**src/rtl/sampler_ctrl_pkg.sv**
```systemverilog
// Shared types and helpers for the phase-sampled capture controller.
// Holds the FSM state encoding, default sizing and the one-hot phase helper.
package sampler_ctrl_pkg;

  localparam int DEF_PHASES = 4;
  localparam int DEF_LEN_W  = 4;
  localparam int DEF_NREQ   = 2;

  typedef enum logic [1:0] {
    IDLE  = 2'd0,
    RUN   = 2'd1,
    FLUSH = 2'd2,
    DONE  = 2'd3
  } state_t;

  // Callers size-cast the result down to their own phase count.
  function automatic logic [31:0] onehot(input int unsigned idx);
    onehot = 32'd1 << idx;
  endfunction

endpackage

```
**src/rtl/sampler_phase_ctrl_arbiter.sv**
```systemverilog
// Round-robin arbiter that shares the capture datapath between requesters.
// The search starts just after the last granted index; the pointer only moves when en is high.
module rr_arbiter
  import sampler_ctrl_pkg::*;
#(
  parameter int NREQ = DEF_NREQ
) (
  input  logic            clk,
  input  logic            rst,
  input  logic            en,
  input  logic [NREQ-1:0] req,
  output logic [NREQ-1:0] gnt,
  output logic            valid
);

  localparam int IDX_W = (NREQ > 1) ? $clog2(NREQ) : 1;

  logic [IDX_W-1:0] last_idx;
  logic [IDX_W-1:0] pick_idx;
  int               cand;

  // Walk the requesters in priority order, starting one past the last winner.
  always_comb begin
    gnt      = '0;
    valid    = 1'b0;
    pick_idx = last_idx;
    cand     = 0;
    for (int i = 1; i <= NREQ; i++) begin
      cand = (int'(last_idx) + i) % NREQ;
      if (!valid && req[IDX_W'(cand)]) begin
        valid               = 1'b1;
        gnt[IDX_W'(cand)]   = 1'b1;
        pick_idx            = IDX_W'(cand);
      end
    end
  end

  // The reset pointer sits on the last index, so req[0] wins first.
  always_ff @(posedge clk or posedge rst) begin
    if (rst) begin
      last_idx <= IDX_W'(NREQ - 1);
    end else if (en && valid) begin
      last_idx <= pick_idx;
    end
  end

endmodule

```
**src/rtl/sampler_phase_ctrl.sv**
```systemverilog
// Phase-sampled capture controller: grants the datapath to one requester and runs
// a programmable number of one-hot phase rotations, then flushes and signals done.
module sampler_phase_ctrl
  import sampler_ctrl_pkg::*;
#(
  parameter int PHASES = DEF_PHASES,
  parameter int LEN_W  = DEF_LEN_W,
  parameter int NREQ   = DEF_NREQ
) (
  input  logic                      clk,
  input  logic                      rst,
  input  logic [NREQ-1:0]           req,
  input  logic [LEN_W-1:0]          cfg_len,
  input  logic                      abort,
  output logic [NREQ-1:0]           gnt,
  output logic                      busy,
  output logic [PHASES-1:0]         phase_en,
  output logic [$clog2(PHASES)-1:0] phase_idx,
  output logic                      capture_valid,
  output logic                      done
);

  localparam int                PIDX_W     = $clog2(PHASES);
  localparam logic [PIDX_W-1:0] LAST_PHASE = PIDX_W'(PHASES - 1);

  state_t            state;
  logic [LEN_W-1:0]  rot_cnt;
  logic [LEN_W-1:0]  len;
  logic [LEN_W-1:0]  len_eff;
  logic [NREQ-1:0]   arb_gnt;
  logic              arb_valid;
  logic              arb_en;
  logic              rot_end;
  logic              last_rot;
  logic              stop_req;
  logic [PHASES-1:0] next_phase_en;

  assign arb_en = (state == IDLE);

  rr_arbiter #(
    .NREQ (NREQ)
  ) u_arb (
    .clk   (clk),
    .rst   (rst),
    .en    (arb_en),
    .req   (req),
    .gnt   (arb_gnt),
    .valid (arb_valid)
  );

  // A zero length still runs one rotation; the extra bit keeps the compare overflow-safe.
  assign len_eff       = (cfg_len == '0) ? LEN_W'(1) : cfg_len;
  assign rot_end       = (phase_idx == LAST_PHASE);
  assign last_rot      = (({1'b0, rot_cnt} + (LEN_W + 1)'(1)) >= {1'b0, len});
  assign stop_req      = abort || ~|(req & gnt);
  assign next_phase_en = PHASES'(onehot(32'(phase_idx) + 32'd1));

  always_ff @(posedge clk or posedge rst) begin
    if (rst) begin
      state         <= IDLE;
      gnt           <= '0;
      busy          <= 1'b0;
      phase_en      <= '0;
      phase_idx     <= '0;
      capture_valid <= 1'b0;
      done          <= 1'b0;
      rot_cnt       <= '0;
      len           <= '0;
    end else begin
      case (state)
        IDLE: begin
          capture_valid <= 1'b0;
          done          <= 1'b0;
          if (arb_valid) begin
            state     <= RUN;
            gnt       <= arb_gnt;
            busy      <= 1'b1;
            phase_idx <= '0;
            phase_en  <= PHASES'(onehot(0));
            len       <= len_eff;
            rot_cnt   <= '0;
          end
        end
        RUN: begin
          // A completed rotation reports capture even when the burst is stopped on that cycle.
          if (rot_end) begin
            capture_valid <= 1'b1;
            rot_cnt       <= rot_cnt + LEN_W'(1);
            phase_idx     <= '0;
            if (last_rot || stop_req) begin
              state    <= FLUSH;
              phase_en <= '0;
            end else begin
              phase_en <= PHASES'(onehot(0));
            end
          end else if (stop_req) begin
            capture_valid <= 1'b0;
            state         <= FLUSH;
            phase_en      <= '0;
            phase_idx     <= '0;
          end else begin
            capture_valid <= 1'b0;
            phase_idx     <= phase_idx + PIDX_W'(1);
            phase_en      <= next_phase_en;
          end
        end
        FLUSH: begin
          capture_valid <= 1'b0;
          done          <= 1'b1;
          state         <= DONE;
        end
        DONE: begin
          done  <= 1'b0;
          gnt   <= '0;
          busy  <= 1'b0;
          state <= IDLE;
        end
        default: begin
          state <= IDLE;
        end
      endcase
    end
  end

endmodule

```
**config.mk**
```make
export PLATFORM = sky130hd
export DESIGN_NAME = sampler_phase_ctrl
export DESIGN_NICKNAME = d
export VERILOG_FILES = /design/src/rtl/sampler_ctrl_pkg.sv /design/src/rtl/sampler_phase_ctrl_arbiter.sv /design/src/rtl/sampler_phase_ctrl.sv
export SDC_FILE = /design/constraint.sdc
export NUM_CORES = 1
export LEC_CHECK = 0
export ABC_AREA = 1
export CAP_MARGIN = 5
export CORE_ASPECT_RATIO = 0.9
export CORE_MARGIN = 2
export CORE_UTILIZATION = 55
export DETAILED_ROUTE_END_ITERATION = 8
export HOLD_SLACK_MARGIN = 0.1
export PLACE_DENSITY_LB_ADDON = 0.15
export RECOVER_POWER = 100
export SKIP_CTS_REPAIR_TIMING = 1
export SYNTH_ARGS = -nofsm -noshare
export SYNTH_HDL_FRONTEND = slang
export SYNTH_SLANG_ARGS = --single-unit
```
**constraint.sdc**
```tcl
create_clock -name clk -period 4.65 [get_ports clk]
set_input_delay 0.93 -clock clk [delete_from_list [all_inputs] [get_ports clk]]
set_output_delay 0.93 -clock clk [all_outputs]
set_load 0.05 [all_outputs]
```
# After elaboration in Yosys (flattened, before gate mapping)
# Cells that the tools add are included.
word_totals:
  ff_bits: 22
  out_inout_bits: 11
  elab_cells: 95
op_classes:
  addsub: 6
  order_cmp: 5
  eq_ne: 8
  shift: 1
  muxes: 39
  bitwise_logic: 2
  reduce_logical: 24
op_table:
  columns: ["operator", "n"]
  rows:
  - ["two-way mux 4 bit", 6]
  - ["two-way mux 2 bit", 10]
  - ["case mux 4 bit (2 select lines)", 2]
  - ["two-way mux 1 bit", 13]
  - ["nonzero test 2 bit", 5]
  - ["case mux 2 bit (2 select lines)", 2]
  - ["case mux 2 bit (4 select lines)", 1]
  - ["AND reduction 2 bit", 4]
  - ["== test 2 bit (second input constant)", 3]
  - ["less-than comparator 1 x 3 -> 1 bit (second input constant)", 2]
  - ["inequality test 3 bit (second input constant)", 2]
  - ["case mux 1 bit (2 select lines)", 3]
  - ["AND reduction 3 bit", 2]
  - ["OR reduction 2 bit", 3]
  - ["adder 4 x 1 -> 5 bit (second input constant)", 1]
  - ["greater-or-equal comparator 5 x 4 -> 1 bit", 1]
  - ["adder 4 x 1 -> 4 bit (second input constant)", 1]
  - ["logical AND 1 bit", 4]
  - ["zero test 4 bit", 1]
  - ["inequality test 2 bit (second input constant)", 2]
  - ["left shift 1 x 3 -> 4 bit (first input constant)", 1]
  - ["adder 2 x 1 -> 3 bit (second input constant)", 1]
  - ["adder 1 bit (second input constant)", 2]
  - ["adder 2 x 1 -> 2 bit (second input constant)", 1]
  - ["8 further kinds", 12]

# Longest topological paths before layout
# Gate-level depths: netlist (run 1).
depth:
  word_depth: 10
  ltp_mapped: 12
  depth_no_buf: 12

# Cells and area by module
# From an unflattened synthesis (run 1), not the netlist that was laid out.
unflattened:
  cells_unflattened: 157
  area_unflattened_um2: 1323.8
modules_own_cells:
  columns: ["module", "instances", "cells_each", "area_each_um2"]
  rows:
  - ["sampler_phase_ctrl", 1, 145, 1247.4]
  - ["rr_arbiter", 1, 12, 76.3]

# Least setup slack after synthesis (run 1)
# Ideal clock, no wire load.
synth_path:
  kind: "reg-to-reg"
  from: "register phase_idx[1]"
  to: "register state[1]"
  t_arrival_ns: 1.592
  path_slack_ns: 2.942
  stages_incl_launch_ff: 7
  path_buffers: 0
  cell_sequence: "dfrtp_1 > ha_1 > nand2_2 > nor3_4 > nand3_2 > nand3_1 > nand2_1"
synth_via:
  elab_chain_cells: 3
synth_rtl:
  columns: ["item", "line", "rtl"]
  rows:
  - ["start, declared", "sampler_phase_ctrl.sv:18", "output logic [$clog2(PHASES)-1:0] phase_idx,"]
  - ["start signal, assigned", "sampler_phase_ctrl.sv:103", "phase_idx <= phase_idx + PIDX_W'(1);"]
  - ["== test 2 bit *", "sampler_phase_ctrl.sv:53", "assign rot_end = (phase_idx == LAST_PHASE);"]
  - ["two-way mux 2 bit or inequality test 3 bit (tied branches)", null, null]
  - ["case mux 2 bit (4 select lines) or AND reduction 3 bit (tied branches)", null, null]
  - ["end signal, assigned", "sampler_phase_ctrl.sv:60", "state <= IDLE;"]
  - ["end signal, assigned", "sampler_phase_ctrl.sv:75", "state <= RUN;"]
  - ["end signal, assigned", "sampler_phase_ctrl.sv:91", "state <= FLUSH;"]
  - ["end, declared", "sampler_phase_ctrl.sv:26", "state_t state;"]
# Mark *: on every way between the ends. The rest lies on a longest branch, timed or not.
# A chain may end at the register's enable or synchronous reset.

# Final worst setup path (run 1)
layout_path:
  from: "register phase_idx[0]"
  to: "output phase_idx[0]"
# No word-level cell between the ends.

==> results.toml, run 1 <==
[run]
max_cap_violations = 0

[cts]
clk_latency_ns = 0.31
tritoncts = "done"
clock_tree.root_cell = "clkbuf_4"
clkTransAtPathRegs_ns = 0.12
htree_levels = 1
clock_sinks = 21
number_of_buffers_inserted_during_clock_tree_synthesis = 3
ctsLongestPathBuffers = 2

[floorplanning]
floorplan.io_pins = 20
num_rows = 16
die_height_um = 48.8
die_width_um = 53.8
core_region_area_um2 = 2140
die-area_um2 = 2630
initial_utilization_pct = 57.3

[finish]
nFillCells = 182
area_used_by_multi_input_combinational_logic_um2 = 573
antenna_cells = 0
fin_util_pct = 66.3
drive_above_1_share_pct = 6.58
ff_latch_area_um2 = 527
finalNetCount = 178
area.growth.synth_to_final_pct = 15.7

[drt]
routed-via-count = 892
drt-wirelength-per-cell_um = 11.4
dr.first_iter.drc_count = 9
route.antenna.remaining_nets = 0
drc = 0
met1_length_um = 970
detailedRoute.firstPassIterationCount = 4
maxUsedRoutingLayer = "met4"
met2WireLength_um = 992
finalWirelength_um = 2040
routed-wl-met3_um = 35
via_per_instance_ratio = 4.98

[placement]
dp.final_hpwl_um = 1650
placement.io_buffers = 17
gp_congestion = 0.751

[critical_path]
crit_path_cell_chain = "dlygate4sd3_1"
critical_path_required_ns = 3.72
critical_path.endpoint_type = "output port"
worst_path_max_delay_cell = "dlygate4sd3_1"
critical_path.n_buffers_inverters = 1
worst-setup-path-type = "reg2out"
critPathMaxStageDelay_ns = 0.89
cp_max_fo = 5
critPathArrivalTime_ns = 1.63
timing.critical_path.from_type = "register"
cp_top_family = "buffers and inverters"

[timing]
layout_worst_path_cycle_share_pct = 55.2
finalMaxSlewViolations = 0
worst_pin_slew_ns = 0.842
rsz_0062_raised_after_global_routing = "false"
timing.final.hold_violations = 0
setup_viol = 0
period_minus_slack_ns = 2.56
timing.max_slew.rel_slack_pct = 43.4
setup-tns-final_ns = 0
max_clock_freq_mhz = 390
timing.clock.skew_ns = 0.00869

[yosys]
ys_async_sr_fraction_pct = 100
synth.yosys.warnings = 0
synth-edff-count = 0
netlist_area_um2 = 1230
post-synth-top-area-fraction_pct = 40.8
synth.yosys.seq_area_share_pct = 42.9
synth.top_cells.by_area = "dfrtp_1 (41%), ha_1 (16%), nand2_1 (8.6%), inv_1 (6.7%), o21ai_0 (4.5%)"
synthesis.instances = 133
top_count_cell_post_synth = "nand2_1"
postSynthNetCount = 158
post_synth_most_frequent_cells = "nand2_1 (28), inv_1 (22), dfrtp_1 (20)"
yosys_most_used_dff = "dfrtp_1"
cell_accounting_for_the_most_synthesized_area = "dfrtp_1"
synth_area_per_cell_um2 = 9.23
post_synth_num_cell_types = 27
ys_seq_elements = 21

[grt]
grt_start_max_net_pins = 22
global_route.overflow_total = 0
grt_pass1_vias = 913
number_of_antenna_violations_at_the_first_check_in_global_routing = 0
grt.total_usage_pct = 19.2
grt_pass1_wl_um = 3730

[pwr]
vdd.ir_drop.worst_mv = 0.488
power.static_leakage_nw = 0.736
cellPowerDensity_nw_per_um2 = 517
fin_total_pwr_w = 0.000734

[worst_hold_path]
min_path_type = "reg2reg"

[run_status]
run_status = "finished, final reports clean"
-- stage by stage --
stage	setup slack [ns]	hold slack (ns)	cells	instance area (um2)
6_report	2.09	0.507	179	1420
5_1_grt	1.93	0.536	179	1420
4_1_cts	2.14	0.510	179	1450
3_5_place_dp	2.25	0.481	175	1420
3_3_place_gp	2.27	0.474	175	1420
2_1_floorplan	2.94	0.453	133	1230
-- state kept, by name (all words and copies together), names as in the netlist --
name	count
len	4
phase_en	4
rot_cnt	4
phase_idx	2
state	2
busy	1
capture_valid	1
done	1
gnt	1
u_arb.last_idx	1
-- worst register-to-register path, cell delays in order, from the launching register on --
cell and delay (ns):
dfrtp_1 0.45, inv_1 0.13, ha_1 0.30, inv_2 0.08, o21ai_0 0.52, o21ai_0 0.39
nand2_1 0.12, o21ai_0 0.09
-- layout by cell type (no fill, tap or decap), types with 2 or more instances in the layout --
cell	n
a22o_1	3
clkbuf_4	3
clkdlybuf4s50_1	5
dfrtp_1	20
dlygate4sd3_1	12
ha_1	16
inv_1	22
nand2_1	29
nand3_1	4
nor2_1	3
nor3_1	2
o21ai_0	14
xor2_1	3
-- routing by layer --
layer	global-route usage (%)	up-vias
met2	31.5	9
met5	0	-
li1	-	458
met4	7.69	0
met3	3.68	5
met1	24.2	420
-- final cells by class --
class                   instances  share of cell area (%)
clock buffers                   4                    1.85
inverters                      24                    6.34
multi-input cells              86                    40.4
flip-flops and latches         21                    37.1
well taps                      27                    2.38
repair buffers                 17                    12.0
-- worst paths after layout --
path	to	slack, ns	startpoint	cells past startpoint
hold / removal	len[0]	0.51	len[0]	2
hold reg to reg	len[0]	0.51	len[0]	2
setup reg to reg	rot_cnt[2]	2.45	state[1]	7
setup / recovery	phase_idx[0]	2.09	phase_idx[0]	1
max in group asynchronous	phase_idx[0]	2.97	rst	2
min in group asynchronous	len[1]	1.19	rst	2
-- power by group --
| group | internal, W | total, W | switching, W | leakage, nW |
|---|---|---|---|---|
| sequential | 0.000241 | 0.000278 | 0.0000373 | 0.269 |
| clock | 0.0000335 | 0.0000903 | 0.0000568 | 0.0150 |
| combinational | 0.000122 | 0.000366 | 0.000244 | 0.452 |
-- kinds of logic (layout without fill, tap and decap cells) --
group | after synthesis | count (layout) | share of synthesized area [%]
adder cells (fa/ha/maj) | 16 | 16 | 16.3
other | 1 | 1 | 0.306
AND/OR/NAND/NOR | 43 | 43 | 17.1
AO/OA/AOI/OAI | 22 | 22 | 11.9
XOR/XNOR | 3 | 3 | 2.14
flip-flops | 21 | 21 | 42.9
buffers and inverters | 26 | 45 | 8.36
multiplexers | 1 | 1 | 0.917
Note: power is estimated with default switching activity, not from simulation.
==> run 2, diff against run 1 <==
--- a/config.mk
+++ b/config.mk
@@ -9,7 +9,7 @@
 export CAP_MARGIN = 5
 export CORE_ASPECT_RATIO = 0.9
 export CORE_MARGIN = 2
-export CORE_UTILIZATION = 55
+export CORE_UTILIZATION = 52
 export DETAILED_ROUTE_END_ITERATION = 8
 export HOLD_SLACK_MARGIN = 0.1
 export PLACE_DENSITY_LB_ADDON = 0.15
==> constraint.sdc (replaced) <==
create_clock -name clk -period 2.5 [get_ports clk]
set_input_delay 0.5 -clock clk [delete_from_list [all_inputs] [get_ports clk]]
set_output_delay 0.5 -clock clk [all_outputs]
set_load 0.05 [all_outputs]
==> results.toml, run 2 (synthesized netlist as in run 1, its figures left out) <==
[pwr]
vdd.ir_drop.worst_mv = 0.702
power.static_leakage_nw = 0.741
cellPowerDensity_nw_per_um2 = 964

[timing]
setup_viol = 0
layout_worst_path_cycle_share_pct = 85.4
setup-tns-final_ns = 0
finalMaxSlewViolations = 0
worst_pin_slew_ns = 0.806
period_minus_slack_ns = 2.14
timing.final.hold_violations = 0
rsz_0062_raised_after_global_routing = "false"
timing.clock.skew_ns = 0.0103
max_clock_freq_mhz = 468
hold_slack_ns = 0.503
timing.max_slew.rel_slack_pct = 46.2

[drt]
route.antenna.remaining_nets = 0
via_per_instance_ratio = 4.98
finalWirelength_um = 2160
drc = 0
detailedRoute.firstPassIterationCount = 4
drt-wirelength-per-cell_um = 12.1
dr.first_iter.drc_count = 17
routed-via-count = 892

[placement]
gp_congestion = 0.778
placed_cell_area_um2 = 1420
placement.io_buffers = 17
dp.final_hpwl_um = 1730

[floorplanning]
floorplan.io_pins = 20
die-area_um2 = 2770
initial_utilization_pct = 55.7
die_height_um = 50.1
num_rows = 16
die_width_um = 55.2
core_region_area_um2 = 2200

[critical_path]
r2r_end = "rot_cnt[1]"
cp_max_fo = 5
worst_path_max_delay_cell = "dlygate4sd3_1"
worst-r2r-setup-slack_ns = 0.43
worst-setup-path-type = "reg2out"
reg2reg_depth = 7
critical_path.n_buffers_inverters = 1
critPathMaxStageDelay_ns = 0.90
timing.critical_path.from = "phase_idx[0]"
crit_path_cell_chain = "dlygate4sd3_1"
critPathArrivalTime_ns = 1.64
critical_path.endpoint_type = "output port"
cp_top_family = "buffers and inverters"
cp.depth = 1
critical_path_required_ns = 2.00
timing.critical_path.from_type = "register"
regToRegStartpoint = "state[1]"

[grt]
met3_usage_grt_pct = 5.51
grt_start_max_net_pins = 22
global_route.overflow_total = 0
grt_pass1_vias = 920
gr-usage-met2_pct = 33.7
grt.total_usage_pct = 18.5
use_met1_pct = 19.9
number_of_antenna_violations_at_the_first_check_in_global_routing = 0
grt_pass1_wl_um = 3910
global_route.peak_usage_layer = "met2"

[finish]
commonest_non_fill_non_tap_cell_in_the_layout = "nand2_1"
drive_above_1_share_pct = 9.21
finalNetCount = 178
antenna_cells = 0
layout_common_cells = "nand2_1 (28), inv_1 (22), dfrtp_1 (20)"
area.growth.synth_to_final_pct = 16.8
registers_with_the_most_flip_flops = "len x4, phase_en x4, rot_cnt x4"
final_cell_area_um2 = 1430

[cts]
clock_tree.root_cell = "clkbuf_4"
clkTransAtPathRegs_ns = 0.11
clk_latency_ns = 0.32
number_of_buffers_inserted_during_clock_tree_synthesis = 3
ctsLongestPathBuffers = 2
htree_levels = 1
clock_sinks = 21
tritoncts = "done"

[worst_hold_path]
min_delay_path_depth = 2
hold_end = "capture_valid"
timing.hold.worst.start = "capture_valid"
min_path_type = "reg2reg"

[run]
max_cap_violations = 0

[run_status]
run_status = "finished, final reports clean"
run 2: cell types whose count changed in the layout (fill, tap and decap cells not counted), sizes merged:
cell / change
clkbuf: -1
clkdlybuf4s50: +1
inv: +1
dlygate4sd3: -1
run 2: worst max path at each step:
stage and to:
6_report phase_idx[0], 5_1_grt rot_cnt[1], 4_1_cts phase_idx[0], 3_5_place_dp phase_en[0]
3_3_place_gp phase_en[0], 2_1_floorplan state[1]
run 2: layout make-up:
class                   count  area [um2]
clock buffers               3        22.5
clock inverters             1        5.00
fillers                   206         768
inverters                  24        90.1
multi-input cells          86         586
flip-flops and latches     21         527
well taps                  27        33.8
repair buffers             17         170
run 2: where the power goes:
part           switching [W]  leakage, nW  internal (W)
clock               0.000108       0.0177     0.0000599
combinational       0.000466        0.454      0.000232
sequential         0.0000701        0.269      0.000447
run 2: layer usage:
layer	vias to the layer above	wire, um
li1	457	-
met1	416	961
met2	15	1090
met3	4	78
met4	0	28
met5	-	0
run 2: through the flow:
step | instances | setup slack, ns | util [%] | total power (W)
floorplan | 133 | 0.792 | - | 0.00107
global placement | 175 | 0.565 | 64.4 | 0.00123
detailed placement | 175 | 0.562 | 64.4 | 0.00127
CTS | 179 | 0.410 | 65.7 | 0.00143
global route | 179 | 0.197 | 65.1 | 0.00151
finish | 179 | 0.364 | 65.1 | 0.00138
run 2: worst min-delay path: cells and delay by family (launching register included):
family / cells / cell delay, ns
compound gates: 1 / 0.06
flops: 1 / 0.36
simple gates: 1 / 0.04
==> run 3, diff against run 2 <==
--- a/config.mk
+++ b/config.mk
@@ -11,6 +11,7 @@
 export CORE_MARGIN = 2
 export CORE_UTILIZATION = 52
 export DETAILED_ROUTE_END_ITERATION = 8
+export GPL_TIMING_DRIVEN = 0
 export HOLD_SLACK_MARGIN = 0.1
 export PLACE_DENSITY_LB_ADDON = 0.15
 export RECOVER_POWER = 100
==> results.toml, run 3 (synthesized netlist as in run 1, its figures left out) <==
[run_status]
run_status = "finished, final reports clean"

[timing]
worst_pin_slew_ns = 0.819
layout_worst_path_cycle_share_pct = 85.2
period_minus_slack_ns = 2.13
max_clock_freq_mhz = 470
finalMaxSlewViolations = 0
setup-tns-final_ns = 0
timing.clock.skew_ns = 0.00915
timing.max_slew.rel_slack_pct = 45.0
timing.final.hold_violations = 0
rsz_0062_raised_after_global_routing = "false"
setup_viol = 0

[floorplanning]
core_region_area_um2 = 2200
num_rows = 16
floorplan.io_pins = 20
initial_utilization_pct = 55.7
die_height_um = 50.1
die_width_um = 55.2
die-area_um2 = 2770

[cts]
clock_sinks = 21
htree_levels = 1
clkTransAtPathRegs_ns = 0.12
clk_latency_ns = 0.30
ctsLongestPathBuffers = 2
number_of_buffers_inserted_during_clock_tree_synthesis = 3
tritoncts = "done"
clock_tree.root_cell = "clkbuf_4"

[pwr]
vdd.ir_drop.worst_mv = 0.692
p_sw_share_pct = 45.6
clockPowerShare_pct = 11.7
p_int_w = 0.000740
netSwitchingPower_w = 0.000620
seqPwrFrac_pct = 38.0
share_comb_of_total_power_pct = 50.3
cellPowerDensity_nw_per_um2 = 946
power.static_leakage_nw = 0.748

[drt]
dr.first_iter.drc_count = 13
drc = 0
routed-via-count = 897
route.antenna.remaining_nets = 0
detailedRoute.firstPassIterationCount = 4
finalWirelength_um = 1980
drt-wirelength-per-cell_um = 10.9
via_per_instance_ratio = 4.96

[critical_path]
critical_path_required_ns = 2.00
critPathMaxStageDelay_ns = 0.90
critical_path.endpoint_type = "output port"
cp_max_fo = 5
worst_path_max_delay_cell = "dlygate4sd3_1"
critical_path.n_buffers_inverters = 1
cp_top_family = "buffers and inverters"
crit_path_cell_chain = "dlygate4sd3_1"
critPathArrivalTime_ns = 1.63
timing.critical_path.from_type = "register"
worst-setup-path-type = "reg2out"

[grt]
grt_start_max_net_pins = 22
grt_pass1_wl_um = 3580
global_route.overflow_total = 0
grt.total_usage_pct = 16.9
number_of_antenna_violations_at_the_first_check_in_global_routing = 0
grt_pass1_vias = 844

[placement]
placement.io_buffers = 17
gp_congestion = 0.778
dp.final_hpwl_um = 1600

[finish]
fin_util_pct = 65.2
commonest_non_fill_non_tap_cell_in_the_layout = "nand2_1"
finalNetCount = 180
layout_common_cells = "nand2_1 (29), inv_1 (23), dfrtp_1 (20)"
drive_above_1_share_pct = 8.44
registers_with_the_most_flip_flops = "len x4, phase_en x4, rot_cnt x4"
area.growth.synth_to_final_pct = 17.0
nFillCells = 203
antenna_cells = 0

[worst_hold_path]
min_path_type = "reg2reg"

[run]
max_cap_violations = 0
run 3: power by group through the flow:
stage	logic, W	clock network [W]	registers (W)
floorplan	0.000406	0	0.000663
global placement	0.000717	0	0.000523
detailed placement	0.000735	0	0.000527
CTS	0.000737	0.000168	0.000521
global route	0.000767	0.000187	0.000534
finish	0.000683	0.000160	0.000516
run 3: layer usage:
layer  share of wire, %  vias to the layer above  GRT usage (%)
met2                 50                        6           29.4
met1                 46                      427           20.0
met5                  0                        -              0
met4               0.96                        0           6.10
met3                2.3                        2           4.72
li1                   -                      462              -
run 3: final timing paths:
check,cells after the start,endpoint,slack [ns],from
min reg2reg,2,len[2],0.50,len[2]
max in group asynchronous,2,state[0],1.26,rst
max,1,phase_idx[0],0.37,phase_idx[0]
min in group asynchronous,2,len[3],0.76,rst
max reg2reg,6,rot_cnt[1],0.43,state[1]
min,2,len[2],0.50,len[2]
run 3: area by class of cell:
type	count	area, um2	area share, %
repair buffers	17	170	11.8
well taps	27	33.8	2.35
clock buffers	3	22.5	1.57
clock inverters	1	5.00	0.348
inverters	24	90.1	6.27
flip-flops and latches	21	527	36.7
plain buffers	2	11.3	0.784
multi-input cells	86	577	40.2
run 3: worst reg2reg max path, delay by kind of cell (launching register included):
kind | cells | cell delay (ns)
flip-flops | 1 | 0.45
adder cells (fa/ha/maj) | 1 | 0.27
buffers and inverters | 2 | 0.24
AO/OA/AOI/OAI | 3 | 1.05
run 3: through the flow:
| step | setup slack, ns | instances | power, W | hold slack [ns] | instance area [um2] |
|---|---|---|---|---|---|
| 6_report | 0.371 | 181 | 0.00136 | 0.498 | 1440 |
| 4_1_cts | 0.412 | 181 | 0.00142 | 0.505 | 1460 |
| 2_1_floorplan | 0.792 | 133 | 0.00107 | 0.453 | 1230 |
| 5_1_grt | 0.204 | 181 | 0.00149 | 0.533 | 1440 |
| 3_3_place_gp | 0.695 | 177 | 0.00124 | 0.475 | 1430 |
| 3_5_place_dp | 0.677 | 177 | 0.00126 | 0.476 | 1430 |
